### src/rtl/text_ram_writer.sv
// Write-side engine for the text-mode video RAM: decodes a byte stream into glyph writes and cursor moves.
// Optional build macro TEXT_SCROLL_EN: scroll the screen up on row overflow instead of wrapping to row 0.
module text_ram_writer #(
  parameter int         COL_BITS  = 5,
  parameter int         ROW_BITS  = 5,
  parameter logic [7:0] FILL_CHAR = 8'h00
) (
  input  logic                         clk,
  input  logic                         reset,
  input  logic [7:0]                   char_data,
  input  logic                         char_valid,
  output logic                         char_ready,
  output logic [ROW_BITS+COL_BITS-1:0] ram_addr,
  output logic [7:0]                   ram_din,
  output logic                         ram_we,
  input  logic [7:0]                   ram_dout,
  output logic [ROW_BITS-1:0]          cur_row,
  output logic [COL_BITS-1:0]          cur_col,
  output logic                         busy
);

  localparam int NUM_COLS = 2**COL_BITS;
  localparam int NUM_ROWS = 2**ROW_BITS;
  localparam int AW       = ROW_BITS + COL_BITS;

  typedef enum logic [2:0] {
    ST_IDLE,
    ST_WRITE,
    ST_CLEAR
`ifdef TEXT_SCROLL_EN
    , ST_SCROLL_RD,
    ST_SCROLL_WR,
    ST_SCROLL_FILL
`endif
  } state_t;

  state_t              r_state;
  logic [ROW_BITS-1:0] r_row;
  logic [COL_BITS-1:0] r_col;
  logic [AW-1:0]       r_addr;
  logic [7:0]          r_din;
  logic                r_we;
  logic                r_ready;
  logic                r_adv;

  logic                w_col_last;
  logic                w_row_last;
  logic [COL_BITS-1:0] w_col_dec;

  assign w_col_last = (r_col == '1);
  assign w_row_last = (r_row == '1);
  assign w_col_dec  = r_col - 1'b1;

`ifdef TEXT_SCROLL_EN
  localparam logic [AW-1:0] ROW1_ADDR     = AW'(NUM_COLS);
  localparam logic [AW-1:0] LAST_COPY_DST = AW'((NUM_ROWS - 1) * NUM_COLS - 1);
  localparam logic [AW-1:0] LAST_ROW_ADDR = AW'((NUM_ROWS - 1) * NUM_COLS);

  // NOTE: the copied byte arrives from the RAM during SCROLL_WR itself, too late to register, so it bypasses r_din.
  assign ram_din = (r_state == ST_SCROLL_WR) ? ram_dout : r_din;
`else
  logic [7:0] w_unused_dout;
  assign w_unused_dout = ram_dout;
  assign ram_din       = r_din;
`endif

  // NOTE: all state uses non-blocking assignments so every branch sees the pre-edge cursor and address.
  always_ff @(posedge clk) begin
    if (!reset) begin
      r_state <= ST_IDLE;
      r_row   <= '0;
      r_col   <= '0;
      r_addr  <= '0;
      r_din   <= '0;
      r_we    <= 1'b0;
      r_ready <= 1'b0;
      r_adv   <= 1'b0;
    end else begin
      case (r_state)
        ST_IDLE: begin
          r_ready <= 1'b1;
          if (char_valid && r_ready) begin
            case (char_data)
              8'h0C: begin
                r_state <= ST_CLEAR;
                r_row   <= '0;
                r_col   <= '0;
                r_addr  <= '0;
                r_din   <= FILL_CHAR;
                r_we    <= 1'b1;
                r_ready <= 1'b0;
              end
              8'h0D: r_col <= '0;
              8'h0A: begin
                r_col <= '0;
                if (!w_row_last) begin
                  r_row <= r_row + 1'b1;
                end else begin
`ifdef TEXT_SCROLL_EN
                  r_state <= ST_SCROLL_RD;
                  r_addr  <= ROW1_ADDR;
                  r_ready <= 1'b0;
`else
                  r_row <= '0;
`endif
                end
              end
              8'h08: begin
                if (r_col != '0) begin
                  r_col   <= w_col_dec;
                  r_state <= ST_WRITE;
                  r_addr  <= {r_row, w_col_dec};
                  r_din   <= FILL_CHAR;
                  r_we    <= 1'b1;
                  r_ready <= 1'b0;
                  r_adv   <= 1'b0;
                end
              end
              default: begin
                r_state <= ST_WRITE;
                r_addr  <= {r_row, r_col};
                r_din   <= char_data;
                r_we    <= 1'b1;
                r_ready <= 1'b0;
                r_adv   <= 1'b1;
              end
            endcase
          end
        end

        // Cursor advance lands only after the write cycle, so overflow can start a scroll.
        ST_WRITE: begin
          r_we    <= 1'b0;
          r_state <= ST_IDLE;
          r_ready <= 1'b1;
          if (r_adv) begin
            if (!w_col_last) begin
              r_col <= r_col + 1'b1;
            end else begin
              r_col <= '0;
              if (!w_row_last) begin
                r_row <= r_row + 1'b1;
              end else begin
`ifdef TEXT_SCROLL_EN
                r_state <= ST_SCROLL_RD;
                r_addr  <= ROW1_ADDR;
                r_ready <= 1'b0;
`else
                r_row <= '0;
`endif
              end
            end
          end
        end

        ST_CLEAR: begin
          if (r_addr == '1) begin
            r_we    <= 1'b0;
            r_state <= ST_IDLE;
            r_ready <= 1'b1;
          end else begin
            r_addr <= r_addr + 1'b1;
          end
        end

`ifdef TEXT_SCROLL_EN
        ST_SCROLL_RD: begin
          r_state <= ST_SCROLL_WR;
          r_addr  <= r_addr - ROW1_ADDR;
          r_we    <= 1'b1;
        end

        ST_SCROLL_WR: begin
          if (r_addr == LAST_COPY_DST) begin
            r_state <= ST_SCROLL_FILL;
            r_addr  <= LAST_ROW_ADDR;
            r_din   <= FILL_CHAR;
          end else begin
            r_state <= ST_SCROLL_RD;
            r_addr  <= r_addr + ROW1_ADDR + 1'b1;
            r_we    <= 1'b0;
          end
        end

        ST_SCROLL_FILL: begin
          if (r_addr == '1) begin
            r_we    <= 1'b0;
            r_state <= ST_IDLE;
            r_ready <= 1'b1;
          end else begin
            r_addr <= r_addr + 1'b1;
          end
        end
`endif

        default: begin
          r_state <= ST_IDLE;
          r_we    <= 1'b0;
        end
      endcase
    end
  end

  assign char_ready = r_ready;
  assign ram_addr   = r_addr;
  assign ram_we     = r_we;
  assign cur_row    = r_row;
  assign cur_col    = r_col;
  assign busy       = (r_state != ST_IDLE);

endmodule

### config.mk
export PLATFORM = sky130hd
export DESIGN_NAME = text_ram_writer
export DESIGN_NICKNAME = d
export VERILOG_FILES = /design/src/rtl/text_ram_writer.sv
export SDC_FILE = /design/constraint.sdc
export NUM_CORES = 1
export LEC_CHECK = 0
export ABC_AREA = 1
export BUFFER_PORTS_ARGS = -buffer_cell sky130_fd_sc_hd__buf_2
export CAP_MARGIN = 10
export CORE_MARGIN = 2
export CORE_UTILIZATION = 49
export CTS_CLUSTER_DIAMETER = 50
export DETAILED_ROUTE_END_ITERATION = 16
export GPL_TIMING_DRIVEN = 1
export MAX_ROUTING_LAYER = met4
export PLACE_DENSITY = 0.73
export SYNTH_ARGS = -nofsm -noshare
export SYNTH_HDL_FRONTEND = slang
export SYNTH_SLANG_ARGS = --single-unit
### constraint.sdc
create_clock -name clk -period 2.4 [get_ports clk]
set_clock_uncertainty 0.2 [all_clocks]
set_input_delay 0.48 -clock clk [delete_from_list [all_inputs] [get_ports clk]]
set_output_delay 0.48 -clock clk [all_outputs]
set_load 0.1 [all_outputs]
==> results.md, run 1 <==
* Final period util at 95.3%
* GRT Overall Usage at 21.9%
* First-pass GRT wire length at 8.95 mm
* Hold Path Cell Cnt at 2
* Pleak at 1.39 nW
* Final number of max-transition violations at 0
* Design Power at 1.51 mW
* Synth cell types at 24
* Min-delay worst type: flip-flop to flip-flop
* Avg Cell Area, Syn at 5.86 sq um
* Starting Density at 51.8%
* Gp weighted congestion at 0.858
* Worst EP required at 1720 ps
* Initial antenna violation count at 0
* IO Pins at 50
* Post-Place Setup Slack at 193 ps
* Status: finished clean
* Total gr overflow at 0
* Fin area at 2610 sq um
* CTS tree: built
* Vias at 2436
* Synthesized area at 2280 sq um
* Hold WS at 260 ps
* Synth Net Count at 419
* Max clock buf depth at 2
* Fin worst setup slack at 114 ps
* Max Freq at 437 MHz
* Area contributors post-synth: dfxtp_1, nand2_1, nor2_1
* Clock latency at the later pin of the worst-skew pair at 280 ps
* CP arrival at 1610 ps
* DRT Wirelength at 5.34 mm
* Hold Vio Cnt, Final at 0
* Setup TNS at 0 ps
* CTS Buf Count at 5
* Vias in the first global route at 2079
* H-Tree Depth at 2
* Area added between synthesis and finish at 14.4%
* Crit Path Max Fanout at 6
* PortBufs at 41
* # resized after CTS at 0
* Layout cells sized above 1 at 16.0%
* R2R depth at 10
* Post-cts hold buffer count at 0
* Die height at 72.3 microns
* Setup Buffers After CTS at 0
* Max IR drop VDD at 0.369 mV
* CP startpoint kind: flip-flop
* Yosys top cell area share at 28.9%
* Hold wc startpoint: ram_din[5]
* Synth warn at 0
* Tightest Pin Transition at 492 ps
* Die Wd at 72.3 microns
* Wire length per cell at 11.0 microns
* Crit Path Class: flip-flop to output port
* Root buf cell: clkbuf_8
* Final net count at 460
* Core Area at 4410 sq um
* Max-Slew Margin vs Limit at 67.4%
* Worst Setup End Kind: output port
* DPL Wire Length at 4.05 mm
* Largest net degree at the start of global routing at 20
* RSZ-0062 raised after global routing: false
* Final min period at 2290 ps
* Die Area at 5230 sq um
* Placed cell area at 2530 sq um
* Drt drc at 0
* R2R Path End: cur_row[1]
* Antenna-violating nets left at 0
* Hold Path End: ram_din[5]
* Area leader, netlist: dfxtp_1
* Post-synthesis sequential area ratio at 28.9%
* 1st-pass router iterations at 5
* Synthesis-stage register bit count at 33
* R2r startpoint: r_state[1]
* Max capacitance violation total at 0
* Vias per inst at 5.03
* Pwr dens at 579 nW/um^2
* Post-Synthesis Cells at 390
* Clock transition at path regs at 60 ps
* Initial drt markers at 175
* Reg2reg setup slack at 260 ps
* FP Rows at 24
* Sink Count at 33
* Setup-failing EPs final at 0
* Antenna diode count at 0
==> worst max-delay path, stage by stage, from the launching register on <==
cell	delay (ps)
dfxtp_1	390
inv_1	80
ha_1	280
inv_2	130
buf_2	440
==> report_power, final <==
group	leakage, nW	switching (mW)	internal, mW	total [mW]
Clock	0.0395	0.199	0.206	0.405
Sequential	0.272	0.0381	0.583	0.622
Combinational	1.08	0.389	0.0976	0.486
Total	1.39	0.626	0.887	1.51
==> routing by layer <==
metal / part of all wire (%) / track usage [%]
met1: 48 / 28.1
met2: 47 / 35.2
met3: 4.3 / 4.17
met4: 0.86 / 6.29
met5: 0 / -
==> cells in the mapped netlist <==
cell type / count
nor2_1: 66
buf_1: 1
nand2_1: 124
dfxtp_1: 33
inv_1: 45
a21oi_1: 27
nand3_1: 35
nand2_4: 1
clkbuf_1: 5
nor2_4: 2
nand4_1: 11
ha_1: 10
inv_2: 3
buf_2: 2
nand2_2: 4
buf_6: 1
or2_2: 1
nand3_2: 1
xor2_1: 3
nor3_1: 1
nor2_2: 3
o21ai_1: 1
o21ai_0: 9
a21boi_0: 1
==> through the flow <==
stage / utilization, % / cells
4_1_cts: 59.2 / 484
2_1_floorplan: - / 390
3_5_place_dp: 57.4 / 476
3_3_place_gp: 57.4 / 476
5_1_grt: 59.2 / 484
6_report: 59.2 / 484
==> state kept, by name, summed over array words and instances (netlist names) <==
register	flops
r_state	2
cur_row	5
r_adv	1
cur_col	5
ram_we	1
ram_addr	10
char_ready	1
ram_din	8
==> placed cells by master (no fill, tap or decap), types with 2 or more instances in the layout <==
| master | count |
|---|---|
| clkbuf_1 | 3 |
| nor2_4 | 2 |
| nand2_1 | 124 |
| o21ai_0 | 9 |
| dfxtp_1 | 27 |
| nor2_2 | 3 |
| buf_2 | 41 |
| dfxtp_2 | 6 |
| nor2_1 | 66 |
| xor2_1 | 3 |
| a21oi_1 | 27 |
| buf_4 | 2 |
| nand2_2 | 4 |
| nand4_1 | 11 |
| inv_1 | 45 |
| ha_1 | 10 |
| clkbuf_8 | 5 |
| nand3_1 | 35 |
| inv_2 | 3 |
==> cell type report <==
type                            count  area [sq um]
Clock buffer                        8          80.1
Fill cell                         434          1800
Inverter                           48           180
Multi-Input combinational cell    300          1400
Sequential cell                    33           668
Tap cell                           52          65.1
Timing Repair Buffer               43           220
==> worst max-delay path by stage <==
stage                     slack, ps          from  depth (start not counted)           to
final                           110    r_state[0]                          4         busy
after global routing             50    r_state[0]                          4         busy
after CTS                       120    r_state[0]                          4         busy
after detailed placement        190  char_data[2]                         10   ram_din[7]
after global placement          200  char_data[2]                         10   ram_din[3]
after floorplan                  70    cur_col[4]                         10  ram_addr[0]
==> cells by family after synthesis <==
group	after synthesis	share of synthesized area (%)
flops	33	28.9
fa+ha+maj	10	5.48
compound gates	38	8.43
xor+xnor	3	1.15
buf+inv	57	9.80
simple gates	249	46.2
(Power assumes the default switching activity.)
==> run 2, diff against run 1 <==
--- a/config.mk
+++ b/config.mk
@@ -6,15 +6,15 @@
 export NUM_CORES = 1
 export LEC_CHECK = 0
 export ABC_AREA = 1
-export BUFFER_PORTS_ARGS = -buffer_cell sky130_fd_sc_hd__buf_2
 export CAP_MARGIN = 10
 export CORE_MARGIN = 2
 export CORE_UTILIZATION = 49
 export CTS_CLUSTER_DIAMETER = 50
 export DETAILED_ROUTE_END_ITERATION = 16
+export DONT_BUFFER_PORTS = 1
 export GPL_TIMING_DRIVEN = 1
 export MAX_ROUTING_LAYER = met4
-export PLACE_DENSITY = 0.73
+export SETUP_SLACK_MARGIN = 0.3
 export SYNTH_ARGS = -nofsm -noshare
 export SYNTH_HDL_FRONTEND = slang
 export SYNTH_SLANG_ARGS = --single-unit
==> results.md, run 2 (synthesized netlist as in run 1, its figures left out) <==
* Vias at 2410 (-1.1%)
* Internal Power at 932 uW (+5.0%)
* DPL Wire Length at 4.22 mm (+4.2%)
* Max clock buf depth at 2 (unchanged)
* Pwr dens at 571 nW/um^2 (-1.4%)
* Tightest Pin Transition at 477 ps (-15.8 ps)
* CTS Buf Count at 5 (unchanged)
* # fillers at 432 (-0.46%)
* Max Freq at 505 MHz (+15%)
* Wire length per cell at 11.9 microns (+8.0%)
* Area added between synthesis and finish at 20.0%
* Footprint of the multi-input gates at 1440 sq um (+2.5%)
* Clock latency at the later pin of the worst-skew pair at 290 ps (about the same)
* Initial drt markers at 150 (-14%)
* Setup-failing EPs final at 0 (unchanged)
* Final number of max-transition violations at 0 (unchanged)
* Most common cell after layout, fill and taps aside: nand2_1
* R2R depth at 11 (+1)
* Antenna-violating nets left at 0 (unchanged)
* Sw frac at 40.4% (-0.92 points)
* First-pass GRT wire length at 9.61 mm (+7.4%)
* Sequential cell area at 687 sq um (+2.8%)
* Status: finished clean
* GRT Overall Usage at 23.5% (+1.7 points)
* R2r startpoint: r_state[1]
* CP arrival at 1300 ps (-310 ps)
* Initial antenna violation count at 0 (unchanged)
* Root buf cell: clkbuf_8
* Clk pwr share at 27.9% (+1.1 points)
* Max IR drop VDD at 0.330 mV (-11%)
* FP Rows at 24 (unchanged)
* Max capacitance violation total at 0 (unchanged)
* Vias in the first global route at 2149 (+3.4%)
* Post-layout util at 62.1% (+2.9 points)
* 1st-pass router iterations at 4 (-1)
* CTS tree: built
* Largest net degree at the start of global routing at 20 (unchanged)
* Die Area at 5230 sq um (unchanged)
* Hold Path Cell Cnt at 2 (unchanged)
* Die height at 72.3 microns (unchanged)
* Min-delay worst type: primary input to flip-flop
* Hold Path End: ram_addr[6]
* Drt drc at 0 (unchanged)
* Final period util at 82.6% (-13 points)
* Vias per inst at 5.05 (+0.38%)
* Final min period at 1980 ps (-304 ps)
* Layout cells sized above 1 at 19.3% (+3.3 points)
* Reg power frac at 39.3% (-1.8 points)
* CP startpoint kind: flip-flop
* Crit Path Class: flip-flop to output port
* PortBufs at 0 (-100%)
* RSZ-0062 raised after global routing: false
* Worst Setup End Kind: output port
* Final net count at 454 (-1.3%)
* Switching power at 633 uW (+1.1%)
* Max-Slew Margin vs Limit at 68.2% (+0.79 points)
* Antenna diode count at 0 (unchanged)
* R2R Path End: cur_row[2]
* Post-cts hold buffer count at 0 (unchanged)
* Total gr overflow at 0 (unchanged)
* Max reg flops at 10 (unchanged)
* IO Pins at 50 (unchanged)
* Part of the power in combinational logic at 32.8% (+0.7 points)
* Pleak at 1.37 nW (-1.2%)
* Crit Path Max Fanout at 5 (-1)
* Die Wd at 72.3 microns (unchanged)
* Clock transition at path regs at 70 ps (about the same)
* Core Area at 4410 sq um (unchanged)
* DRT Wirelength at 5.68 mm (+6.4%)
* Gp weighted congestion at 0.847 (-1.3%)
* Hold wc startpoint: reset
* Most frequent cells in the layout: nand2_1, nor2_1, inv_1, buf_4, nand3_1
* Hold Vio Cnt, Final at 0 (unchanged)
* H-Tree Depth at 2 (unchanged)
* Reg2reg setup slack at 460 ps (+200 ps)
* Starting Density at 51.8% (unchanged)
* Sink Count at 33 (unchanged)
* Setup TNS at 0 ps (unchanged)
* Worst EP required at 1720 ps (about the same)
## run 2: power by group through the flow
stage	clock network, mW	registers (mW)	logic, mW
4_1_cts	0.447	0.614	0.503
3_3_place_gp	0	0.625	0.497
5_1_grt	0.459	0.620	0.556
6_report	0.436	0.615	0.513
2_1_floorplan	0	0.854	0.188
3_5_place_dp	0	0.627	0.500
## run 2: cell type report
class	count	share of cell area [%]
multi-input cells	300	52.4
repair buffers	37	10.4
well taps	52	2.37
flip-flops and latches	33	25.1
inverters	48	6.66
clock buffers	7	3.15
## run 2: worst max-delay path, stage by stage (launching register included)
cell and delay [ps]:
dfxtp_1 390, inv_1 90, ha_2 240, inv_4 100, buf_8 200
## run 2: metal layers
| metal | vias to the layer above | wire (microns) | GRT usage, % |
|---|---|---|---|
| li1 | 1299 | - | - |
| met1 | 1053 | 2690 | 31.0 |
| met2 | 51 | 2700 | 37.2 |
| met3 | 7 | 231 | 3.19 |
| met4 | 0 | 66 | 7.97 |
| met5 | - | 0 | - |
## run 2: how the worst max path moves through the flow
stage	start	endpoint	slack (ps)	cells past startpoint
final	r_state[0]	busy	420	4
after global routing	cur_col[0]	cur_row[1]	320	11
after CTS	r_state[1]	cur_row[2]	300	11
after detailed placement	r_state[1]	cur_row[2]	230	11
after global placement	r_state[1]	cur_row[2]	240	11
after floorplan	ram_addr[0]	ram_addr[5]	310	11
## run 2: what timing repair did
| item | 4_1_cts | 5_1_grt |
|---|---|---|
| endpoints found under the setup margin | 13 | 24 |
| resized for setup | 3 | 10 |
| buffers inserted | 0 | 4 |
| cloned | 0 | 0 |
| pin swaps | 0 | 3 |
## run 2: stage by stage
stage	power (mW)	hold slack (ps)	cells	cell area [sq um]	setup WS (ps)
2_1_floorplan	1.04	239	390	2310	308
3_3_place_gp	1.12	258	466	2580	242
3_5_place_dp	1.13	264	466	2580	230
4_1_cts	1.56	91.5	473	2680	304
5_1_grt	1.64	100	477	2740	319
6_report	1.56	100	477	2740	418
